<file path="config.mk">
export PLATFORM = sky130hd
export DESIGN_NAME = serial_subtractor
export DESIGN_NICKNAME = d
export VERILOG_FILES = /design/src/rtl/serial_subtractor.sv
export SDC_FILE = /design/constraint.sdc
export NUM_CORES = 1
export LEC_CHECK = 0
export CAP_MARGIN = 20
export CORE_ASPECT_RATIO = 1.4
export CORE_MARGIN = 3
export CORE_UTILIZATION = 40
export DETAILED_ROUTE_END_ITERATION = 12
export HOLD_SLACK_MARGIN = 0.08
export SYNTH_ARGS = -nofsm -noshare
export SYNTH_HDL_FRONTEND = slang
export SYNTH_SLANG_ARGS = --single-unit
</file>
<file path="constraint.sdc">
create_clock -name clk -period 2.5 [get_ports clk]
set_input_delay 0.25 -clock clk [delete_from_list [all_inputs] [get_ports clk]]
set_output_delay 0.25 -clock clk [all_outputs]
set_load 0.005 [all_outputs]
</file>
<file path="src/rtl/serial_subtractor.sv">
// Bit-serial two's-complement subtractor: diff = a - b - borrow_in, one bit per clock, LSB first.
// Operands load on start; results are registered and held until the next operation completes.
module serial_subtractor #(
  parameter int WIDTH = 8
) (
  input  logic             clk,
  input  logic             rst_n,
  input  logic             start,
  input  logic [WIDTH-1:0] a,
  input  logic [WIDTH-1:0] b,
  input  logic             borrow_in,
  output logic             busy,
  output logic             done,
  output logic [WIDTH-1:0] diff,
  output logic             borrow_out,
  output logic             overflow
);

  localparam int CW = (WIDTH > 2) ? $clog2(WIDTH) : 1;
  localparam logic [CW-1:0] LAST = CW'(WIDTH - 1);

  typedef enum logic [1:0] {
    IDLE = 2'd0,
    RUN  = 2'd1,
    DONE = 2'd2
  } state_t;

  state_t           state_q, state_d;
  logic [WIDTH-1:0] a_sh_q, a_sh_d;
  logic [WIDTH-1:0] b_sh_q, b_sh_d;
  logic [WIDTH-1:0] res_q, res_d;
  logic [CW-1:0]    cnt_q, cnt_d;
  logic             br_q, br_d;
  logic             a_msb_q, a_msb_d;
  logic             b_msb_q, b_msb_d;
  logic             busy_q, busy_d;
  logic             done_q, done_d;
  logic [WIDTH-1:0] diff_q, diff_d;
  logic             borrow_out_q, borrow_out_d;
  logic             overflow_q, overflow_d;

  logic             d_bit_s;
  logic             br_next_s;
  logic             load_s;

  // Full-subtractor slice on the current LSBs and the running borrow.
  assign d_bit_s   = a_sh_q[0] ^ b_sh_q[0] ^ br_q;
  assign br_next_s = (~a_sh_q[0] & b_sh_q[0]) | (~(a_sh_q[0] ^ b_sh_q[0]) & br_q);
  assign load_s    = start && ((state_q == IDLE) || (state_q == DONE));

  always_comb begin
    state_d      = state_q;
    a_sh_d       = a_sh_q;
    b_sh_d       = b_sh_q;
    res_d        = res_q;
    cnt_d        = cnt_q;
    br_d         = br_q;
    a_msb_d      = a_msb_q;
    b_msb_d      = b_msb_q;
    busy_d       = 1'b0;
    done_d       = 1'b0;
    diff_d       = diff_q;
    borrow_out_d = borrow_out_q;
    overflow_d   = overflow_q;

    case (state_q)
      IDLE, DONE: begin
        if (load_s) begin
          state_d = RUN;
          busy_d  = 1'b1;
        end else begin
          state_d = IDLE;
        end
      end
      RUN: begin
        a_sh_d = a_sh_q >> 1;
        b_sh_d = b_sh_q >> 1;
        res_d  = {d_bit_s, res_q[WIDTH-1:1]};
        br_d   = br_next_s;
        cnt_d  = cnt_q + CW'(1);
        if (cnt_q == LAST) begin
          state_d      = DONE;
          done_d       = 1'b1;
          diff_d       = {d_bit_s, res_q[WIDTH-1:1]};
          borrow_out_d = br_next_s;
          // Final d is the result MSB; operand MSBs were captured at load time.
          overflow_d   = (a_msb_q != b_msb_q) && (d_bit_s != a_msb_q);
        end else begin
          busy_d = 1'b1;
        end
      end
      default: begin
        state_d = IDLE;
      end
    endcase

    if (load_s) begin
      a_sh_d  = a;
      b_sh_d  = b;
      br_d    = borrow_in;
      a_msb_d = a[WIDTH-1];
      b_msb_d = b[WIDTH-1];
      res_d   = '0;
      cnt_d   = '0;
    end else begin
      cnt_d = cnt_d;
    end
  end

  always_ff @(posedge clk or negedge rst_n) begin
    if (!rst_n) begin
      state_q      <= IDLE;
      a_sh_q       <= '0;
      b_sh_q       <= '0;
      res_q        <= '0;
      cnt_q        <= '0;
      br_q         <= 1'b0;
      a_msb_q      <= 1'b0;
      b_msb_q      <= 1'b0;
      busy_q       <= 1'b0;
      done_q       <= 1'b0;
      diff_q       <= '0;
      borrow_out_q <= 1'b0;
      overflow_q   <= 1'b0;
    end else begin
      state_q      <= state_d;
      a_sh_q       <= a_sh_d;
      b_sh_q       <= b_sh_d;
      res_q        <= res_d;
      cnt_q        <= cnt_d;
      br_q         <= br_d;
      a_msb_q      <= a_msb_d;
      b_msb_q      <= b_msb_d;
      busy_q       <= busy_d;
      done_q       <= done_d;
      diff_q       <= diff_d;
      borrow_out_q <= borrow_out_d;
      overflow_q   <= overflow_d;
    end
  end

  assign busy       = busy_q;
  assign done       = done_q;
  assign diff       = diff_q;
  assign borrow_out = borrow_out_q;
  assign overflow   = overflow_q;

endmodule

</file>
# [After elaboration in Yosys (flattened, before gate mapping)]
# Index checks and enable logic that the tools add are counted.
[classes] reduce_logical=7 n_mux=18 bitwise_logic=7 eq_ne=6 add_sub_neg=1
[ops] operator="2-to-1 mux 8 bit" count=6
[ops] operator="2-to-1 mux 1 bit" count=7
[ops] operator="2-to-1 mux 3 bit" count=2
[ops] operator="one-hot mux 2 bit (2 select lines)" count=1
[ops] operator="adder 3 x 1 -> 3 bit, second input constant" count=1
[ops] operator="== test 3 bit, second input constant" count=1
[ops] operator="bitwise AND 1 bit" count=2
[ops] operator="== test 2 x 1 -> 1 bit, second input constant" count=1
[ops] operator="== test 2 bit, second input constant" count=1
[ops] operator="logical AND 1 bit" count=2
[ops] operator="logical NOT 2 bit" count=1
[ops] operator="2-to-1 mux 2 bit" count=1
[ops] operator="!= test 1 bit" count=2
[ops] operator="!= test 2 bit, second input constant" count=1
[ops] operator="NOT 1 bit" count=2
[ops] operator="one-hot mux 1 bit (2 select lines)" count=1
[ops] operator="AND reduction 2 bit" count=1
[ops] operator="nonzero test 2 bit" count=1
[ops] operator="OR reduction 2 bit" count=1
[ops] operator="XOR 1 bit" count=2
[ops] operator="logical OR 1 bit" count=1
[ops] operator="OR 1 bit" count=1
[word_totals] input_bits=20 out_inout_bits=12 elab_cells=52 register_bits=44

# [Depth between registers and ports, before layout]
# Gate-level depths: netlist of run 1.
[logic_depth] word_depth=6 depth_mapped=6 ltp_nobuf=5

# [Worst setup path before layout of run 1]
# OpenSTA, ideal clock, no wires.
[synth_timing] path_kind="reg-to-reg" startpoint="register cnt_q[0]" endpoint="register diff_q[4], in the netlist diff[4]" slack_ns=0.957 required_time_ns=2.372 path_stages_with_launch=6 setup_time_ns=0.128 t_arrival_ns=1.416 n_path_buf=1 period_less_slack_ns=1.543 path_cell_list="dfrtp_1 ha_1 ha_1 nand3b_2 buf_2 mux2_1"
[synth_between] elab_chain_len=2
[synth_lines] item="start: declaration" line="32" rtl="logic [CW-1:0] cnt_q, cnt_d;"
[synth_lines] item="start signal: assignment" line="130" rtl="cnt_q <= cnt_d;"
[synth_lines] item="== test 3 bit" line="81" rtl="if (cnt_q == LAST) begin"
[synth_lines] item="AND reduction 2 bit (no line)"
[synth_lines] item="end signal: assignment" line="136" rtl="diff_q <= diff_d;"
[synth_lines] item="end: declaration" line="38" rtl="logic [WIDTH-1:0] diff_q, diff_d;"
# Every way passes these cells.
# A chain may end at the register's enable or synchronous reset.

# [Worst setup path in the final report of run 1]
[layout_timing] startpoint="register cnt_q[0]" endpoint="register diff_q[2], in the netlist diff[2]"
# The elaborated chain is that of the path after synthesis.

==> summary.txt, run 1 <==
Synth
  • Mapped Cells: 157
  • Adder and majority cell fraction of the synthesized area: 0.0256
  • Cell area after technology mapping: 1760 um2
  • Avg Synthesized Cell Area: 11.2 um2
  • Sequential-to-total area share from yosys stat: 0.611
  • Synthesis warning total: 0
  • Main combinational cell family by area after synthesis: simple AND/OR/NAND/NOR gates
  • Number of distinct standard cells referenced by the synthesized netlist: 25
  • Mux contribution to synthesized area: 0.0512
  • Synth Register Bits: 43
  • Simple-gate portion of the synthesized area: 0.136
  • Synth Net Count: 180
  • XOR/XNOR Fraction of Synth Area: 0
  • Synth Area in Compound Gates: 0.131

Min path
  • Classification of the worst-slack hold path: in2async

Critical path
  • Data arrival time of the worst path: 1790 ps
  • Cell seen most often among critical-path stages: sky130_fd_sc_hd__ha_1
  • Critical path peak fanout: 14
  • Sequence of cells on the critical path: ha_1, ha_1, nand3b_2, mux2_2
  • Slowest library cell on the worst path: sky130_fd_sc_hd__dfrtp_1
  • Sort of element at the start of the critical path: register
  • Worst Setup End Kind: register
  • Start-to-end type of the worst setup path: reg2reg
  • Peak per-stage delay on the critical path: 410 ps
  • Top cell family by delay on the critical path: adder cells
  • CP Data Required Time: 2690 ps
  • Number of buffers and inverters on the critical path: 0

Die
  • Number of rows in the core area: 27
  • Core region area: 4090 um2
  • Area of the die: 5240 um2
  • Die Height: 84.5 um
  • Die extent in x: 62.1 um
  • Top-level port count: 32
  • Initial cell density of the core: 0.431

Global routing
  • Antenna violations before repair: 0
  • Overall overflow remaining after global route: 0
  • Via count of the first global-routing pass: 1,286
  • Pin count of the biggest net entering global routing: 44
  • GRT Util Overall: 0.147
  • First-pass GRT wire length: 5650 um

Placement
  • Count of input and output buffers: 31
  • Area after detailed placement: 2100 um2
  • DPL Wire Length: 2350 um
  • Weighted congestion reported at the end of routability-driven placement: 0.757
  • Total instance count after detailed placement: 238

STA
  • Transition time at the pin with the least slew margin: 973 ps
  • Count of final hold-check violations: 0
  • Final Slew Violations: 0
  • Clock period minus final worst setup slack: 1610 ps
  • Setup TNS Final: 0 ps
  • Setup repair after global routing missed its margin: false
  • Skew final: 7.43 ps
  • Worst slew margin relative to its limit: 0.351
  • Portion of the clock cycle consumed by the worst path in the final layout: 0.643
  • Setup violation total in the final timing report: 0
  • Highest achievable clock rate: 0.622 GHz

Clocking
  • Clock Tree Root: sky130_fd_sc_hd__clkbuf_8
  • Clock sink total: 43
  • Clock tree from TritonCTS: yes
  • Number of gates given a new drive strength after cts: 0
  • Number of levels the H-tree was split into: 2
  • Number of post-CTS setup repair buffers: 0
  • Number of CTS-inserted buffers: 5
  • Clock slew at reported path FFs: 80 ps
  • Max Root-Sink Buffers: 2
  • Hold-fix buffers, CTS: 0
  • Clock Latency Late Sink: 290 ps

Drt
  • Met2 routed wirelength: 1740 um
  • Antenna Nets Post-Route: 0
  • 1st-pass router iterations: 4
  • Starting DRT DRC Count: 58
  • # DRC: 0
  • Via density per instance: 5.06
  • Average wire per standard cell: 13.6 um
  • Post-Route M1 WL: 1370 um
  • Total Wirelength: 3340 um
  • Routed vias: 1,244
  • Routed wire length on met3: 145 um
  • Top metal layer carrying routed signals: met4

Layout
  • Fill cells: 386
  • Antenna diodes: 0
  • Proportion of layout cells with a drive suffix above 1: 0.0957
  • Count of non-filler cells in the finished layout: 246
  • Leading cell types in the layout, fill and taps excluded: 43 x sky130_fd_sc_hd__dfrtp_1, 32 x sky130_fd_sc_hd__nand2_1, 30 x sky130_fd_sc_hd__clkdlybuf4s50_1
  • Area growth, synth to finish: 25.8%
  • Most frequent standard cell in the layout excluding fill and tap cells: sky130_fd_sc_hd__dfrtp_1
  • Final layout net count: 210
  • Fin area: 2210 um2

Job
  • Number of violations of the max-capacitance limit: 0

Pwr
  • VDD IR max: 611 uV
  • Power density normalized to cell area: 1270 nW/um2
  • Leak pwr: 0.00102 uW

Status
  • Result of the run: finished clean
-- flip-flops by register name, summed over array words and instances (netlist names) --
name        flops
busy            1
a_sh_q          8
res_q           7
state_q         2
overflow        1
cnt_q           3
borrow_out      1
done            1
b_sh_q          8
br_q            1
diff            8
a_msb_q         1
b_msb_q         1
-- power by group --
part           leakage (uW)  switching [uW]  internal, uW  total [uW]
registers          0.000533             181          1020        1200
clock network     0.0000612             231           323         554
logic              0.000424             497           556        1050
total               0.00102             909          1900        2810
-- worst reg2reg max path, delay by kind of cell (launching register included) --
family,cells,cell delay (ps)
adders and majority gates,2,440
DFF,1,410
muxes,1,380
and+or+nand+nor,1,290
-- metal layers --
| metal | GRT usage | up-vias |
|---|---|---|
| met3 | 0.0462 | 5 |
| met2 | 0.242 | 32 |
| met1 | 0.166 | 609 |
| met4 | 0.0637 | 0 |
| met5 | 0 | - |
| li1 | - | 598 |
-- cells by family (layout without fill, tap and decap cells) --
family,Yosys count,in the layout
buffers and inverters,15,46
AO/OA/AOI/OAI,32,32
multiplexers,8,8
adder cells (fa/ha/maj),3,3
flip-flops,43,43
AND/OR/NAND/NOR,56,56
-- cell usage after synthesis --
cell	n	area share
sky130_fd_sc_hd__dfrtp_1	43	0.61
sky130_fd_sc_hd__o21ai_0	2	0.0057
sky130_fd_sc_hd__nor2_1	13	0.028
sky130_fd_sc_hd__buf_2	6	0.017
sky130_fd_sc_hd__and3b_1	1	0.0050
sky130_fd_sc_hd__o21ai_1	3	0.0085
sky130_fd_sc_hd__a31oi_1	11	0.039
sky130_fd_sc_hd__nor2_2	1	0.0036
sky130_fd_sc_hd__a22o_1	11	0.055
sky130_fd_sc_hd__mux2_1	4	0.026
sky130_fd_sc_hd__ha_1	2	0.014
sky130_fd_sc_hd__buf_4	4	0.017
sky130_fd_sc_hd__clkbuf_1	1	0.0021
sky130_fd_sc_hd__a22oi_1	2	0.0085
sky130_fd_sc_hd__inv_1	4	0.0085
sky130_fd_sc_hd__nor2b_1	2	0.0071
sky130_fd_sc_hd__a21oi_1	1	0.0028
sky130_fd_sc_hd__nand2b_1	2	0.0071
sky130_fd_sc_hd__nand2_1	32	0.068
sky130_fd_sc_hd__fa_1	1	0.011
sky130_fd_sc_hd__nand3b_2	1	0.0064
sky130_fd_sc_hd__nor3_1	1	0.0028
sky130_fd_sc_hd__nand3_1	3	0.0085
sky130_fd_sc_hd__a221o_1	2	0.011
sky130_fd_sc_hd__mux2_2	4	0.026
-- worst paths after layout --
path / slack, ps / startpoint / cells after the start / to
setup / recovery: 890 / cnt_q[0] / 4 / diff[2]
hold / removal: 90 / rst_n / 1 / diff[2]
setup reg to reg: 890 / cnt_q[0] / 4 / diff[2]
hold reg to reg: 480 / borrow_out / 2 / borrow_out
max in group asynchronous: 1810 / rst_n / 1 / diff[7]
min in group clk: 480 / borrow_out / 2 / borrow_out
-- cell type report --
| type | instances | area, um2 | area share |
|---|---|---|---|
| inverter | 4 | 15.0 | 0.00678 |
| timing repair buffer | 34 | 328 | 0.148 |
| sequential | 43 | 1080 | 0.486 |
| clock buffer | 6 | 82.6 | 0.0373 |
| tap | 58 | 72.6 | 0.0328 |
| multi-input combinational | 99 | 606 | 0.273 |
| clock inverter | 2 | 35.0 | 0.0158 |
-- through the flow --
stage / util / hold slack [ps] / setup WS [ps] / power, uW
2_1_floorplan: - / -45.6 / 957 / 1920
3_3_place_gp: 0.513 / 435 / 774 / 2250
3_5_place_dp: 0.513 / 452 / 712 / 2290
4_1_cts: 0.542 / 121 / 875 / 2860
5_1_grt: 0.542 / 176 / 763 / 3040
6_report: 0.542 / 85.2 / 892 / 2810
No activity file was read; power rests on OpenSTA's default activity.
==> run 2, diff against run 1 <==
==> constraint.sdc (replaced) <==
create_clock -name clk -period 1.5 [get_ports clk]
set_input_delay 0.15 -clock clk [delete_from_list [all_inputs] [get_ports clk]]
set_output_delay 0.15 -clock clk [all_outputs]
set_load 0.005 [all_outputs]
==> summary.txt, run 2 (synthesized netlist as in run 1, its figures left out) <==
Status
  • Result of the run: finished clean

Drt
  • Routed vias: 1,256 (+0.96%)
  • Total Wirelength: 3450 um (+3.4%)
  • Average wire per standard cell: 13.6 um (+0.16%)
  • # DRC: 0 (unchanged)
  • Starting DRT DRC Count: 23 (-60%)
  • 1st-pass router iterations: 2 (-2)
  • Via density per instance: 4.94 (-2.2%)
  • Antenna Nets Post-Route: 0 (unchanged)

Min path
  • Hold path cells: 3
  • Source of the worst hold timing path: b[6]
  • Hold Crit Endpoint: b_sh_q[6]
  • Classification of the worst-slack hold path: in2reg

Layout
  • Area used by multi-input combinational logic: 619 um2 (+2.3%)
  • Antenna diodes: 0 (unchanged)
  • Final layout net count: 218 (+3.8%)
  • Leading cell types in the layout, fill and taps excluded: 43 x sky130_fd_sc_hd__dfrtp_1, 32 x sky130_fd_sc_hd__nand2_1, 30 x sky130_fd_sc_hd__clkdlybuf4s50_1
  • Count of non-filler cells in the finished layout: 254 (+3.3%)
  • Area growth, synth to finish: 31.3%
  • Fill cells: 371 (-3.9%)
  • Proportion of layout cells with a drive suffix above 1: 0.138 (+0.0420)
  • Most frequent standard cell in the layout excluding fill and tap cells: sky130_fd_sc_hd__dfrtp_1
  • Area taken by flip-flops and latches: 1080 um2 (unchanged)

Die
  • Top-level port count: 32 (unchanged)
  • Die extent in x: 62.1 um (unchanged)
  • Initial cell density of the core: 0.431 (unchanged)
  • Number of rows in the core area: 27 (unchanged)
  • Core region area: 4090 um2 (unchanged)
  • Die Height: 84.5 um (unchanged)
  • Area of the die: 5240 um2 (unchanged)

Placement
  • Minimum setup slack after placement: -22.9 ps (-735 ps)
  • Total instance count after detailed placement: 245 (+2.9%)
  • Count of input and output buffers: 31 (unchanged)
  • DPL Wire Length: 2420 um (+3.0%)
  • Weighted congestion reported at the end of routability-driven placement: 0.701 (-7.4%)

Critical path
  • Sort of element at the start of the critical path: register
  • Worst Setup End Kind: register
  • Critical path peak fanout: 4 (-10)
  • Top cell family by delay on the critical path: adder cells
  • CP Data Required Time: 1690 ps (-1000 ps)
  • Slowest library cell on the worst path: sky130_fd_sc_hd__fa_1
  • R2r endpoint: overflow
  • Data arrival time of the worst path: 1630 ps (-160 ps)
  • Number of buffers and inverters on the critical path: 0 (unchanged)
  • Sequence of cells on the critical path: fa_1, and3b_1, a21oi_1, o21ai_1
  • Start-to-end type of the worst setup path: reg2reg
  • R2r startpoint: a_sh_q[0]
  • Reg2Reg Setup Slack: 50 ps (-840 ps)
  • Worst Reg2Reg Path Length in Cells: 4 (unchanged)
  • Peak per-stage delay on the critical path: 540 ps (+130 ps)

Clocking
  • Clock tree from TritonCTS: yes
  • Number of levels the H-tree was split into: 2 (unchanged)
  • Clock slew at reported path FFs: 80 ps (about the same)
  • Clock Tree Root: sky130_fd_sc_hd__clkbuf_8
  • Clock sink total: 43 (unchanged)
  • Clock Latency Late Sink: 290 ps (about the same)
  • Max Root-Sink Buffers: 2 (unchanged)
  • Number of CTS-inserted buffers: 5 (unchanged)

STA
  • Skew final: 8.45 ps (+1.02 ps)
  • Portion of the clock cycle consumed by the worst path in the final layout: 0.965 (+0.322)
  • Clock period minus final worst setup slack: 1450 ps (-161 ps)
  • Worst slew margin relative to its limit: 0.643 (+0.291)
  • Worst setup slack after layout: 52.7 ps (-839 ps)
  • Setup repair after global routing missed its margin: false
  • Setup violation total in the final timing report: 0 (unchanged)
  • Count of final hold-check violations: 0 (unchanged)
  • Setup TNS Final: 0 ps (unchanged)
  • Transition time at the pin with the least slew margin: 536 ps (-437 ps)
  • Final Slew Violations: 0 (unchanged)
  • Highest achievable clock rate: 0.691 GHz (+11%)

Pwr
  • Leak pwr: 0.00108 uW (+5.5%)
  • Power density normalized to cell area: 2100 nW/um2 (+66%)
  • VDD IR max: 808 uV (+32%)

Global routing
  • Antenna violations before repair: 0 (unchanged)
  • Overall overflow remaining after global route: 0 (unchanged)
  • First-pass GRT wire length: 5720 um (+1.2%)
  • Via count of the first global-routing pass: 1,232 (-4.2%)
  • Pin count of the biggest net entering global routing: 44 (unchanged)
  • GRT Util Overall: 0.145 (-0.00159)

Job
  • Number of violations of the max-capacitance limit: 0 (unchanged)
[run 2: changes by cell type in the layout (fill, tap and decap cells not counted), sizes merged]
cell         change
buf              +7
dlygate4sd3      +1
clkbuf           -1
clkinv           +1
[run 2: final cells by class]
cell class,count,area share
Clock buffer,5,0.0298
Inverter,4,0.00650
Multi-Input combinational cell,99,0.268
Tap cell,58,0.0314
Sequential cell,43,0.466
Clock inverter,3,0.0189
Timing Repair Buffer,42,0.180
[run 2: power breakdown]
group / switching (uW) / internal [uW]
clock network: 392 / 496
registers: 313 / 1700
logic: 883 / 1070
[run 2: worst register-to-register path: stages (launching register included)]
cell and delay [ps]:
sky130_fd_sc_hd__dfrtp_1 410, sky130_fd_sc_hd__fa_1 540, sky130_fd_sc_hd__and3b_1 200, sky130_fd_sc_hd__a21oi_1 110, sky130_fd_sc_hd__o21ai_1 70
[run 2: stage by stage]
step / total power [uW] / util / area [um2] / hold WS (ps)
global placement: 3910 / 0.532 / 2170 / 251
detailed placement: 3990 / 0.532 / 2170 / 255
floorplan: 3200 / - / 1770 / -146
CTS: 4920 / 0.564 / 2310 / 424
finish: 4850 / 0.565 / 2310 / 426
global route: 5230 / 0.565 / 2310 / 433
[run 2: per-layer routing]
metal,up-vias,GRT usage,wire [um]
met2,26,0.227,1720
met5,-,0,0
met3,7,0.0400,157
li1,616,-,-
met4,0,0.0579,58
met1,607,0.184,1520
[run 2: timing repair]
action / in CTS / in global routing
hold buffers: 1 / 0
setup endpoints to repair: 8 / 8
hold endpoints to repair: 43 / 0
gates resized for setup: 1 / 3
setup buffers: 0 / 0
pin swaps: 0 / 0
cloned: 0 / 0
[run 2: how the worst max path moves through the flow]
stage,cells past startpoint,start,slack [ps],end
after floorplan,5,cnt_q[0],20,diff[4]
after global placement,4,cnt_q[0],20,diff[3]
after detailed placement,4,cnt_q[0],-20,diff[1]
after CTS,4,a_sh_q[0],20,overflow
after global routing,4,a_sh_q[0],2,overflow
final,4,a_sh_q[0],50,overflow
==> run 3, diff against run 2 <==
--- a/config.mk
+++ b/config.mk
@@ -7,10 +7,11 @@
 export LEC_CHECK = 0
 export CAP_MARGIN = 20
 export CORE_ASPECT_RATIO = 1.4
-export CORE_MARGIN = 3
+export CORE_MARGIN = 2
 export CORE_UTILIZATION = 40
 export DETAILED_ROUTE_END_ITERATION = 12
 export HOLD_SLACK_MARGIN = 0.08
+export SLEW_MARGIN = 20
 export SYNTH_ARGS = -nofsm -noshare
 export SYNTH_HDL_FRONTEND = slang
 export SYNTH_SLANG_ARGS = --single-unit
==> constraint.sdc (replaced) <==
create_clock -name clk -period 1.5 [get_ports clk]
set_input_delay 0.3 -clock clk [delete_from_list [all_inputs] [get_ports clk]]
set_output_delay 0.3 -clock clk [all_outputs]
set_load 0.005 [all_outputs]
==> summary.txt, run 3 (synthesized netlist as in run 1, its figures left out) <==
STA
  • Setup violation total in the final timing report: 0 (unchanged)
  • Worst slew margin relative to its limit: 0.648 (+0.00528)
  • Count of final hold-check violations: 0 (unchanged)
  • Final Slew Violations: 0 (unchanged)
  • Worst setup slack after layout: 45.1 ps (-7.54 ps)
  • Portion of the clock cycle consumed by the worst path in the final layout: 0.970 (+0.00503)
  • Skew final: 5.11 ps (-3.34 ps)
  • Clock period minus final worst setup slack: 1450 ps (+7.54 ps)
  • Transition time at the pin with the least slew margin: 528 ps (-7.92 ps)
  • Fin Hold WS: 493 ps (+66.6 ps)
  • Setup repair after global routing missed its margin: true
  • Highest achievable clock rate: 0.687 GHz (-0.52%)

Drt
  • Total Wirelength: 3370 um (-2.3%)
  • 1st-pass router iterations: 4 (+2)
  • Average wire per standard cell: 12.9 um (-5.3%)
  • Starting DRT DRC Count: 58 (+150%)
  • # DRC: 0 (unchanged)
  • Via density per instance: 4.86 (-1.7%)
  • Antenna Nets Post-Route: 0 (unchanged)
  • Routed vias: 1,273 (+1.4%)

Critical path
  • R2r startpoint: a_sh_q[0]
  • R2r endpoint: overflow
  • Worst Setup End Kind: output port
  • Worst Reg2Reg Path Length in Cells: 4 (unchanged)
  • Top cell family by delay on the critical path: buffers and inverters
  • Sort of element at the start of the critical path: register
  • Number of buffers and inverters on the critical path: 1 (+1)
  • Critical path peak fanout: 2 (-2)
  • Reg2Reg Setup Slack: 60 ps (about the same)
  • Slowest library cell on the worst path: sky130_fd_sc_hd__clkdlybuf4s50_1
  • Data arrival time of the worst path: 1150 ps (-480 ps)
  • Sequence of cells on the critical path: clkdlybuf4s50_1
  • CP Data Required Time: 1200 ps (-490 ps)
  • Start-to-end type of the worst setup path: reg2out
  • Peak per-stage delay on the critical path: 500 ps (-40 ps)

Job
  • Number of violations of the max-capacitance limit: 0 (unchanged)

Global routing
  • First-pass GRT wire length: 5830 um (+1.9%)
  • Via count of the first global-routing pass: 1,265 (+2.7%)
  • Overall overflow remaining after global route: 0 (unchanged)
  • Antenna violations before repair: 0 (unchanged)
  • GRT Util Overall: 0.158 (+0.0130)
  • Pin count of the biggest net entering global routing: 44 (unchanged)

Clocking
  • Number of levels the H-tree was split into: 2 (unchanged)
  • Clock slew at reported path FFs: 80 ps (about the same)
  • Clock sink total: 43 (unchanged)
  • Max Root-Sink Buffers: 2 (unchanged)
  • Number of CTS-inserted buffers: 5 (unchanged)
  • Clock tree from TritonCTS: yes
  • Clock Tree Root: sky130_fd_sc_hd__clkbuf_8
  • Clock Latency Late Sink: 300 ps (about the same)

Pwr
  • Power density normalized to cell area: 2090 nW/um2 (-0.69%)
  • Leak pwr: 0.00114 uW (+6.3%)
  • VDD IR max: 780 uV (-3.5%)

Placement
  • Count of input and output buffers: 31 (unchanged)
  • DPL Wire Length: 2300 um (-4.9%)
  • Weighted congestion reported at the end of routability-driven placement: 0.745 (+6.3%)
  • Area after detailed placement: 2230 um2 (+2.4%)
  • Minimum setup slack after placement: -94.8 ps (-71.8 ps)

Min path
  • Source of the worst hold timing path: borrow_out
  • Classification of the worst-slack hold path: reg2reg
  • Hold path cells: 2 (-1)
  • Hold Crit Endpoint: borrow_out

Layout
  • Antenna diodes: 0 (unchanged)
  • Fill cells: 376 (+1.3%)
  • Proportion of layout cells with a drive suffix above 1: 0.168 (+0.0306)
  • Fin area: 2380 um2 (+3.1%)
  • Final layout net count: 224 (+2.8%)
  • Area growth, synth to finish: 35.3%
  • Area taken by flip-flops and latches: 1080 um2 (unchanged)
  • Most frequent standard cell in the layout excluding fill and tap cells: sky130_fd_sc_hd__dfrtp_1
  • Leading cell types in the layout, fill and taps excluded: 43 x sky130_fd_sc_hd__dfrtp_1, 32 x sky130_fd_sc_hd__nand2_1, 27 x sky130_fd_sc_hd__clkdlybuf4s50_1
  • Area used by multi-input combinational logic: 623 um2 (+0.61%)

Status
  • Result of the run: finished clean

Die
  • Die extent in x: 60.1 um (-3.2%)
  • Initial cell density of the core: 0.415 (-0.0154)
  • Top-level port count: 32 (unchanged)
  • Number of rows in the core area: 28 (+3.7%)
  • Area of the die: 4960 um2 (-5.5%)
  • Die Height: 82.5 um (-2.4%)
  • Core region area: 4240 um2 (+3.7%)
## run 3: changes by cell type in the layout (fill, tap and decap cells not counted)
cell,previous run,this run
sky130_fd_sc_hd__a21oi_1,1,0
sky130_fd_sc_hd__dlymetal6s2s_1,0,3
sky130_fd_sc_hd__buf_12,2,3
sky130_fd_sc_hd__a21oi_2,0,1
sky130_fd_sc_hd__o21ai_1,4,3
sky130_fd_sc_hd__buf_4,8,13
sky130_fd_sc_hd__o21ai_0,1,2
sky130_fd_sc_hd__clkdlybuf4s50_1,30,27
## run 3: worst max-delay path by stage
stage,cells past startpoint,end,startpoint,slack (ps)
3_5_place_dp,5,b_sh_q[0],start,-90
4_1_cts,4,diff[5],cnt_q[0],10
5_1_grt,4,diff[5],cnt_q[0],-2
3_3_place_gp,5,b_sh_q[0],start,-90
2_1_floorplan,5,diff[4],cnt_q[0],20
6_report,1,borrow_out,borrow_out,50
## run 3: what timing repair did
action / in CTS / in global routing
hold buffers: 1 / 0
pin swaps: 0 / 3
gates resized for setup: 1 / 6
hold endpoints to repair: 24 / 0
buffers inserted: 0 / 1
setup endpoints to repair: 9 / 13
## run 3: worst min-delay path, stage by stage, from the launching register on
cell and delay (ps):
sky130_fd_sc_hd__dfrtp_1 360, sky130_fd_sc_hd__nand2_1 50, sky130_fd_sc_hd__o21ai_0 50
## run 3: report_power, final
| group | total (uW) | switching (uW) | internal, uW |
|---|---|---|---|
| registers | 2020 | 316 | 1700 |
| clock network | 900 | 405 | 496 |
| logic | 2050 | 889 | 1160 |
| total | 4970 | 1610 | 3360 |
## run 3: final cells by class
class	count	area share
clock inverters	3	0.0184
repair buffers	48	0.202
multi-input cells	99	0.262
clock buffers	5	0.0289
well taps	60	0.0315
inverters	4	0.00630
flip-flops and latches	43	0.452
## run 3: metal layers
layer | global-route usage | up-vias | wire length [um]
li1 | - | 623 | -
met1 | 0.195 | 614 | 1520
met2 | 0.257 | 28 | 1650
met3 | 0.0312 | 8 | 118
met4 | 0.0867 | 0 | 83
met5 | 0 | - | 0
## run 3: per-stage QoR
step	total power, uW	util	setup TNS (ps)	cells
6_report	4970	0.562	0	262
5_1_grt	5380	0.562	-2.37	262
4_1_cts	5020	0.556	0	261
3_5_place_dp	4090	0.525	-899	252
3_3_place_gp	3990	0.525	-1170	252
2_1_floorplan	3200	-	0	157
